### config.mk
export PLATFORM = sky130hd
export DESIGN_NAME = alu_result_stage_flat
export DESIGN_NICKNAME = d
export VERILOG_FILES = /design/src/rtl/alu_result_stage_if.sv /design/src/rtl/alu_result_stage.sv /design/src/flat_wrapper.sv
export SDC_FILE = /design/constraint.sdc
export NUM_CORES = 1
export LEC_CHECK = 0
export ABC_AREA = 1
export ABC_CLOCK_PERIOD_IN_PS = 4300
export BUFFER_PORTS_ARGS = -buffer_cell sky130_fd_sc_hd__clkbuf_2
export CAP_MARGIN = 20
export CORE_ASPECT_RATIO = 1.4
export CORE_MARGIN = 8
export CORE_UTILIZATION = 47
export CTS_CLUSTER_DIAMETER = 40
export CTS_CLUSTER_SIZE = 25
export DETAILED_ROUTE_END_ITERATION = 10
export PLACE_DENSITY = 0.75
export SYNTH_ARGS = -nofsm -noshare
export SYNTH_HDL_FRONTEND = slang
export SYNTH_SLANG_ARGS = --single-unit
export TNS_END_PERCENT = 20
### constraint.sdc
create_clock -name clk -period 4.3 [get_ports clk]
set_input_delay 0.86 -clock clk [delete_from_list [all_inputs] [get_ports clk]]
set_output_delay 0.86 -clock clk [all_outputs]
set_load 0.02 [all_outputs]
### src/rtl/alu_result_stage_if.sv
// alu_result_stage_if
// Groups the two handshakes of the ALU result stage into one bundle.
//   Upstream side  : in_valid / in_ready with the adder result fields
//                    (y_in, carry_in, over_in, sign_in, dest_in).
//   Writeback side : out_valid / out_ready with out_data / out_dest.
// Modports:
//   master : the surroundings (adder plus writeback port), drives in_* and out_ready.
//   slave  : the result stage itself, drives in_ready and out_*.
interface alu_result_stage_if #(
    parameter int unsigned W      = 16,
    parameter int unsigned DEST_W = 3
);
    // Upstream result handshake
    logic              in_valid;
    logic              in_ready;
    logic [W-1:0]      y_in;
    logic              carry_in;
    logic              over_in;
    logic              sign_in;
    logic [DEST_W-1:0] dest_in;

    // Writeback handshake
    logic              out_valid;
    logic              out_ready;
    logic [W-1:0]      out_data;
    logic [DEST_W-1:0] out_dest;

    modport master (
        output in_valid,
        input  in_ready,
        output y_in,
        output carry_in,
        output over_in,
        output sign_in,
        output dest_in,
        input  out_valid,
        output out_ready,
        input  out_data,
        input  out_dest
    );

    modport slave (
        input  in_valid,
        output in_ready,
        input  y_in,
        input  carry_in,
        input  over_in,
        input  sign_in,
        input  dest_in,
        output out_valid,
        input  out_ready,
        output out_data,
        output out_dest
    );
endinterface

### src/rtl/alu_result_stage.sv
// alu_result_stage
// Registered result and status stage behind the 16-bit add/subtract unit.
// Accepted results are queued in a 2-entry FIFO for the register-file writeback
// port, and every accepted result updates the processor status flags.
// Ports:
//   clk         system clock, rising edge
//   rst_n       asynchronous active-low reset
//   bus         alu_result_stage_if.slave: upstream and writeback handshakes
//   clr_sticky  synchronous clear of sticky_v (an overflow accept in the same cycle wins)
//   flag_c      carry of the last accepted result
//   flag_v      overflow of the last accepted result
//   flag_z      last accepted result was zero
//   flag_n      last accepted result was negative (signed operations only)
//   sticky_v    an overflow has been accepted since the last clear
module alu_result_stage #(
    parameter int unsigned W      = 16,
    parameter int unsigned DEST_W = 3
) (
    input  logic                clk,
    input  logic                rst_n,
    alu_result_stage_if.slave   bus,
    input  logic                clr_sticky,
    output logic                flag_c,
    output logic                flag_v,
    output logic                flag_z,
    output logic                flag_n,
    output logic                sticky_v
);

    localparam logic [1:0] CntEmpty = 2'd0;
    localparam logic [1:0] CntFull  = 2'd2;

    // ------------------------------------------------------------------
    // State
    // ------------------------------------------------------------------
    logic [1:0]        count_q, count_d;
    logic              wr_ptr_q, wr_ptr_d;
    logic              rd_ptr_q, rd_ptr_d;

    logic [W-1:0]      data_q [2];
    logic [DEST_W-1:0] dest_q [2];

    logic              flag_c_q, flag_c_d;
    logic              flag_v_q, flag_v_d;
    logic              flag_z_q, flag_z_d;
    logic              flag_n_q, flag_n_d;
    logic              sticky_q, sticky_d;

    logic              accept;
    logic              pop;

    // ------------------------------------------------------------------
    // Handshake decode
    // ------------------------------------------------------------------
    // in_ready depends on the registered count only, so a FULL buffer that is
    // popped this cycle does not accept until the following cycle.
    assign bus.in_ready  = (count_q != CntFull);
    assign bus.out_valid = (count_q != CntEmpty);

    assign accept = bus.in_valid & bus.in_ready;
    assign pop    = bus.out_valid & bus.out_ready;

    assign bus.out_data = data_q[rd_ptr_q];
    assign bus.out_dest = dest_q[rd_ptr_q];

    // ------------------------------------------------------------------
    // FIFO bookkeeping
    // ------------------------------------------------------------------
    always_comb begin
        count_d  = count_q;
        wr_ptr_d = wr_ptr_q;
        rd_ptr_d = rd_ptr_q;

        unique case ({accept, pop})
            2'b10:   count_d = count_q + 2'd1;
            2'b01:   count_d = count_q - 2'd1;
            default: count_d = count_q;
        endcase

        // 1-bit pointers wrap on their own
        if (accept) begin
            wr_ptr_d = ~wr_ptr_q;
        end
        if (pop) begin
            rd_ptr_d = ~rd_ptr_q;
        end
    end

    always_ff @(posedge clk or negedge rst_n) begin
        if (!rst_n) begin
            count_q  <= CntEmpty;
            wr_ptr_q <= 1'b0;
            rd_ptr_q <= 1'b0;
        end else begin
            count_q  <= count_d;
            wr_ptr_q <= wr_ptr_d;
            rd_ptr_q <= rd_ptr_d;
        end
    end

    // Payload storage carries no reset; out_valid qualifies it.
    always_ff @(posedge clk) begin
        if (accept) begin
            data_q[wr_ptr_q] <= bus.y_in;
            dest_q[wr_ptr_q] <= bus.dest_in;
        end
    end

    // ------------------------------------------------------------------
    // Status flags: follow acceptance order, untouched by pops
    // ------------------------------------------------------------------
    always_comb begin
        flag_c_d = flag_c_q;
        flag_v_d = flag_v_q;
        flag_z_d = flag_z_q;
        flag_n_d = flag_n_q;
        sticky_d = sticky_q;

        if (accept) begin
            flag_c_d = bus.carry_in;
            flag_v_d = bus.over_in;
            flag_z_d = (bus.y_in == '0);
            // Bit W-1 is only a sign for signed operations
            flag_n_d = bus.sign_in ? bus.y_in[W-1] : 1'b0;
        end

        // An overflow accept takes priority over a simultaneous clear
        if (accept && bus.over_in) begin
            sticky_d = 1'b1;
        end else if (clr_sticky) begin
            sticky_d = 1'b0;
        end
    end

    always_ff @(posedge clk or negedge rst_n) begin
        if (!rst_n) begin
            flag_c_q <= 1'b0;
            flag_v_q <= 1'b0;
            flag_z_q <= 1'b1;
            flag_n_q <= 1'b0;
            sticky_q <= 1'b0;
        end else begin
            flag_c_q <= flag_c_d;
            flag_v_q <= flag_v_d;
            flag_z_q <= flag_z_d;
            flag_n_q <= flag_n_d;
            sticky_q <= sticky_d;
        end
    end

    assign flag_c   = flag_c_q;
    assign flag_v   = flag_v_q;
    assign flag_z   = flag_z_q;
    assign flag_n   = flag_n_q;
    assign sticky_v = sticky_q;

endmodule

### src/flat_wrapper.sv
// flat-port wrapper written by rule: the top's interface ports become plain ports
module alu_result_stage_flat 
#(
    parameter int unsigned W      = 16,
    parameter int unsigned DEST_W = 3
)
  (clk, rst_n, clr_sticky, flag_c, flag_v, flag_z, flag_n, sticky_v, bus_in_valid, bus_in_ready, bus_y_in, bus_carry_in, bus_over_in, bus_sign_in, bus_dest_in, bus_out_valid, bus_out_ready, bus_out_data, bus_out_dest);
  alu_result_stage_if #(.W(W), .DEST_W(DEST_W)) bus_i ();
  input  logic clk;
  input  logic rst_n;
  input  logic clr_sticky;
  output logic flag_c;
  output logic flag_v;
  output logic flag_z;
  output logic flag_n;
  output logic sticky_v;
  input wire logic [$bits(bus_i.in_valid)-1:0] bus_in_valid;
  output wire logic [$bits(bus_i.in_ready)-1:0] bus_in_ready;
  input wire logic [$bits(bus_i.y_in)-1:0] bus_y_in;
  input wire logic [$bits(bus_i.carry_in)-1:0] bus_carry_in;
  input wire logic [$bits(bus_i.over_in)-1:0] bus_over_in;
  input wire logic [$bits(bus_i.sign_in)-1:0] bus_sign_in;
  input wire logic [$bits(bus_i.dest_in)-1:0] bus_dest_in;
  output wire logic [$bits(bus_i.out_valid)-1:0] bus_out_valid;
  input wire logic [$bits(bus_i.out_ready)-1:0] bus_out_ready;
  output wire logic [$bits(bus_i.out_data)-1:0] bus_out_data;
  output wire logic [$bits(bus_i.out_dest)-1:0] bus_out_dest;
  assign bus_i.in_valid = bus_in_valid;
  assign bus_in_ready = bus_i.in_ready;
  assign bus_i.y_in = bus_y_in;
  assign bus_i.carry_in = bus_carry_in;
  assign bus_i.over_in = bus_over_in;
  assign bus_i.sign_in = bus_sign_in;
  assign bus_i.dest_in = bus_dest_in;
  assign bus_out_valid = bus_i.out_valid;
  assign bus_i.out_ready = bus_out_ready;
  assign bus_out_data = bus_i.out_data;
  assign bus_out_dest = bus_i.out_dest;
  alu_result_stage #(.W(W), .DEST_W(DEST_W)) u_core (.clk(clk), .rst_n(rst_n), .bus(bus_i), .clr_sticky(clr_sticky), .flag_c(flag_c), .flag_v(flag_v), .flag_z(flag_z), .flag_n(flag_n), .sticky_v(sticky_v));
endmodule
==> impl_metrics.xml <==
<?xml version="1.0" encoding="UTF-8"?>
<metrics>
  <group name="run_status">
    <metric name="outcome" unit="">finished clean</metric>
  </group>
  <group name="worst_setup_path">
    <metric name="arrival" unit="ps">1880</metric>
    <metric name="startpoint_type" unit="">flop</metric>
    <metric name="required" unit="ps">3440</metric>
    <metric name="crit_path_max_fanout" unit="">20</metric>
    <metric name="critical_path.startpoint" unit="">u_core.rd_ptr_q$_DFFE_PN0P_</metric>
    <metric name="reg2reg_from" unit="">u_core.count_q[0]$_DFFE_PN0P_</metric>
    <metric name="worst_setup_path_end_kind" unit="">output port</metric>
    <metric name="critPathKind" unit="">flop to output port</metric>
  </group>
  <group name="placed_design">
    <metric name="gp_congestion" unit="">0.738</metric>
    <metric name="place.port_buffers" unit="">52</metric>
    <metric name="detailed_place_hpwl" unit="um">2560</metric>
  </group>
  <group name="clock_tree">
    <metric name="cts_tree" unit="">done</metric>
    <metric name="clock_insertion_delay_at_the_later_pin_of_the_skew_report" unit="ps">300</metric>
    <metric name="clockBufferDepth" unit="">2</metric>
    <metric name="ctsResizeCount" unit="">0</metric>
    <metric name="clock-sinks" unit="">47</metric>
    <metric name="cts_setup_buffers" unit="">0</metric>
    <metric name="cts-root-buf" unit="">clkbuf_8</metric>
    <metric name="cts_buffers" unit="">5</metric>
    <metric name="cts-hold-fix-buffers" unit="">0</metric>
    <metric name="clk_pin_slew" unit="ps">80</metric>
    <metric name="htree_num_levels" unit="">2</metric>
  </group>
  <group name="flow_run">
    <metric name="max_cap_violations" unit="">0</metric>
  </group>
  <group name="detailed_routing">
    <metric name="finalWirelength" unit="um">3520</metric>
    <metric name="initialDrtViolationCount" unit="">62</metric>
    <metric name="first_pass_iters" unit="">4</metric>
    <metric name="vias" unit="">1206</metric>
    <metric name="ant_nets" unit="">0</metric>
    <metric name="post_drt_wl_per_cell" unit="um">13.8</metric>
    <metric name="post_drt_via_cell_ratio" unit="">4.71</metric>
    <metric name="drt_drc_violations_left" unit="">0</metric>
  </group>
  <group name="grt">
    <metric name="initial_antenna_violation_count" unit="">0</metric>
    <metric name="first_pass_grt_wire_length" unit="um">5900</metric>
    <metric name="largest_net_degree_at_the_start_of_global_routing" unit="">21</metric>
    <metric name="grt.overflow.total" unit="">0</metric>
    <metric name="gr-usage-all-layers" unit="%">11.8</metric>
    <metric name="grt_pass1_vias" unit="">1258</metric>
  </group>
  <group name="synthesis">
    <metric name="count_of_distinct_cell_types_in_the_synthesized_netlist" unit="">22</metric>
    <metric name="syn-instance-count" unit="">157</metric>
    <metric name="postSynthRegisterBits" unit="">47</metric>
    <metric name="synth.avg_cell_area" unit="um^2">11.8</metric>
    <metric name="syn_area" unit="mm^2">0.00186</metric>
    <metric name="synth_seq_area_share" unit="%">73.6</metric>
    <metric name="synth.net_count" unit="">185</metric>
    <metric name="ys_warn_count" unit="">0</metric>
  </group>
  <group name="floorplan">
    <metric name="dieArea" unit="mm^2">0.00625</metric>
    <metric name="horiz_die_dim" unit="um">69.2</metric>
    <metric name="std_cell_rows" unit="">27</metric>
    <metric name="io-pin-count" unit="">53</metric>
    <metric name="initial_utilization" unit="%">48.3</metric>
    <metric name="coreArea" unit="mm^2">0.00385</metric>
    <metric name="fp.dieH" unit="um">90.4</metric>
  </group>
  <group name="pwr">
    <metric name="pwr-share-clk" unit="%">19.8</metric>
    <metric name="p_comb_share" unit="%">36.5</metric>
    <metric name="switchingPower" unit="uW">600</metric>
    <metric name="largest_voltage_drop_on_the_vdd_net" unit="mV">0.419</metric>
    <metric name="power-per-cell-area" unit="mW/mm^2">695</metric>
    <metric name="total_leakage_power" unit="uW">0.00104</metric>
    <metric name="power_report.internal_total" unit="uW">971</metric>
    <metric name="pwr-share-seq" unit="%">43.7</metric>
    <metric name="switching_share" unit="%">38.2</metric>
  </group>
  <group name="sta">
    <metric name="finalSetupViolations" unit="">0</metric>
    <metric name="min_period" unit="ps">2740</metric>
    <metric name="finalClockSkew" unit="ps">7.38</metric>
    <metric name="grt_setup_unrepaired" unit="">false</metric>
    <metric name="fin_crit_share" unit="%">63.8</metric>
    <metric name="max_freq" unit="GHz">0.365</metric>
    <metric name="worst_slew_margin_relative_to_its_limit" unit="%">32.6</metric>
    <metric name="maxSlewViolCount" unit="">0</metric>
    <metric name="final.setup.tns" unit="ps">0</metric>
    <metric name="max_slew.worst_pin.slew" unit="ps">1010</metric>
    <metric name="hold_violations" unit="">0</metric>
    <metric name="hold-worst-slack" unit="ps">403</metric>
  </group>
  <group name="finish">
    <metric name="final_cell_mix" unit="">74 x nand2_1, 52 x clkbuf_2, 38 x edfxtp_1</metric>
    <metric name="finish.net_count" unit="">240</metric>
    <metric name="fillers" unit="">349</metric>
    <metric name="relative_area_change_from_synthesis_to_final_layout" unit="%">21.5</metric>
    <metric name="drive_gt1_share" unit="%">31.5</metric>
    <metric name="n_antenna_cell" unit="">0</metric>
    <metric name="layout.cells.most_common" unit="">nand2_1</metric>
  </group>
  <group name="hold_path">
    <metric name="hold_class" unit="">primary input to async pin</metric>
  </group>
</metrics>
-- metal layers --
layer,track usage [%],share of wire (%),up-vias
li1,-,-,617
met3,4.95,6.6,4
met5,0,0,-
met4,5.66,1.8,0
met2,19.8,51,45
met1,12.4,41,540
-- path summary, 6_finish.rpt --
check / to / slack, ps / cells after the start
worst max-delay path: bus_out_data[14] / 1560 / 4
max in group asynchronous: u_core.flag_z$_DFFE_PN1N_ / 3630 / 1
worst max register to register: u_core.data_q[0][5]$_DFFE_PP_ / 2480 / 4
worst min register to register: u_core.flag_z$_DFFE_PN1N_ / 480 / 2
worst min-delay path: u_core.count_q[0]$_DFFE_PN0P_ / 400 / 1
min in group clk: u_core.flag_z$_DFFE_PN1N_ / 480 / 2
-- cell usage after synthesis (all sizes together) --
| master | n | area [um^2] |
|---|---|---|
| nand2 | 76 | 309 |
| edfxtp | 38 | 1140 |
| nor2 | 14 | 62.6 |
| dfrtp | 8 | 200 |
| inv | 7 | 28.8 |
| buf | 4 | 22.5 |
| o21ai | 2 | 13.8 |
| xor2 | 2 | 17.5 |
| a21oi | 1 | 5.00 |
| dfstp | 1 | 26.3 |
| ha | 1 | 12.5 |
| nand3 | 1 | 5.00 |
| or2 | 1 | 6.26 |
| xnor2 | 1 | 8.76 |
-- cells by family after synthesis --
kind of cell               after synthesis  share of synthesized area, %
DFF                                     47                          73.6
and+or+nand+nor                         92                          20.6
buffers and inverters                   11                          2.76
xor gates and xnor gates                 3                          1.41
adders and majority gates                1                         0.673
AOI/OAI and AO/OA                        3                          1.01
-- state kept, by name, indices dropped and copies added, names as in the netlist --
signal	cells
u_core.flag_n	1
u_core.flag_z	1
u_core.flag_v	1
u_core.rd_ptr_q	1
u_core.count_q	2
u_core.wr_ptr_q	1
u_core.sticky_v	1
u_core.flag_c	1
u_core.data_q	32
u_core.dest_q	6
-- through the flow --
stage | power, uW | cell area (um^2) | setup slack (ps) | std cells | utilization, %
floorplan | 1090 | 1860 | 2150 | 157 | -
global placement | 1270 | 2150 | 1850 | 248 | 55.9
detailed placement | 1290 | 2150 | 1810 | 248 | 55.9
CTS | 1590 | 2260 | 1490 | 256 | 58.7
global route | 1680 | 2260 | 1260 | 256 | 58.7
finish | 1570 | 2260 | 1560 | 256 | 58.7
-- final cells by class --
class | count | area [um^2] | area share (%)
clock buffers | 7 | 76.3 | 3.38
clock inverters | 1 | 30.0 | 1.33
inverters | 7 | 28.8 | 1.27
multi-input cells | 99 | 443 | 19.6
flip-flops and latches | 47 | 1370 | 60.5
well taps | 43 | 53.8 | 2.38
repair buffers | 52 | 260 | 11.5
-- critical path, cell delays in order, from the launching register on --
cell	delay (ps)
dfrtp_1	730
inv_1	480
nand2_1	150
nand2_1	70
clkbuf_2	160
-- power groups by stage --
stage          clock network (uW)  logic [uW]  registers (uW)
2_1_floorplan                   0         410             683
3_3_place_gp                    0         578             695
3_5_place_dp                    0         588             699
4_1_cts                       315         590             689
5_1_grt                       332         642             705
6_report                      311         574             687
Power figures use the tool's default switching activity.
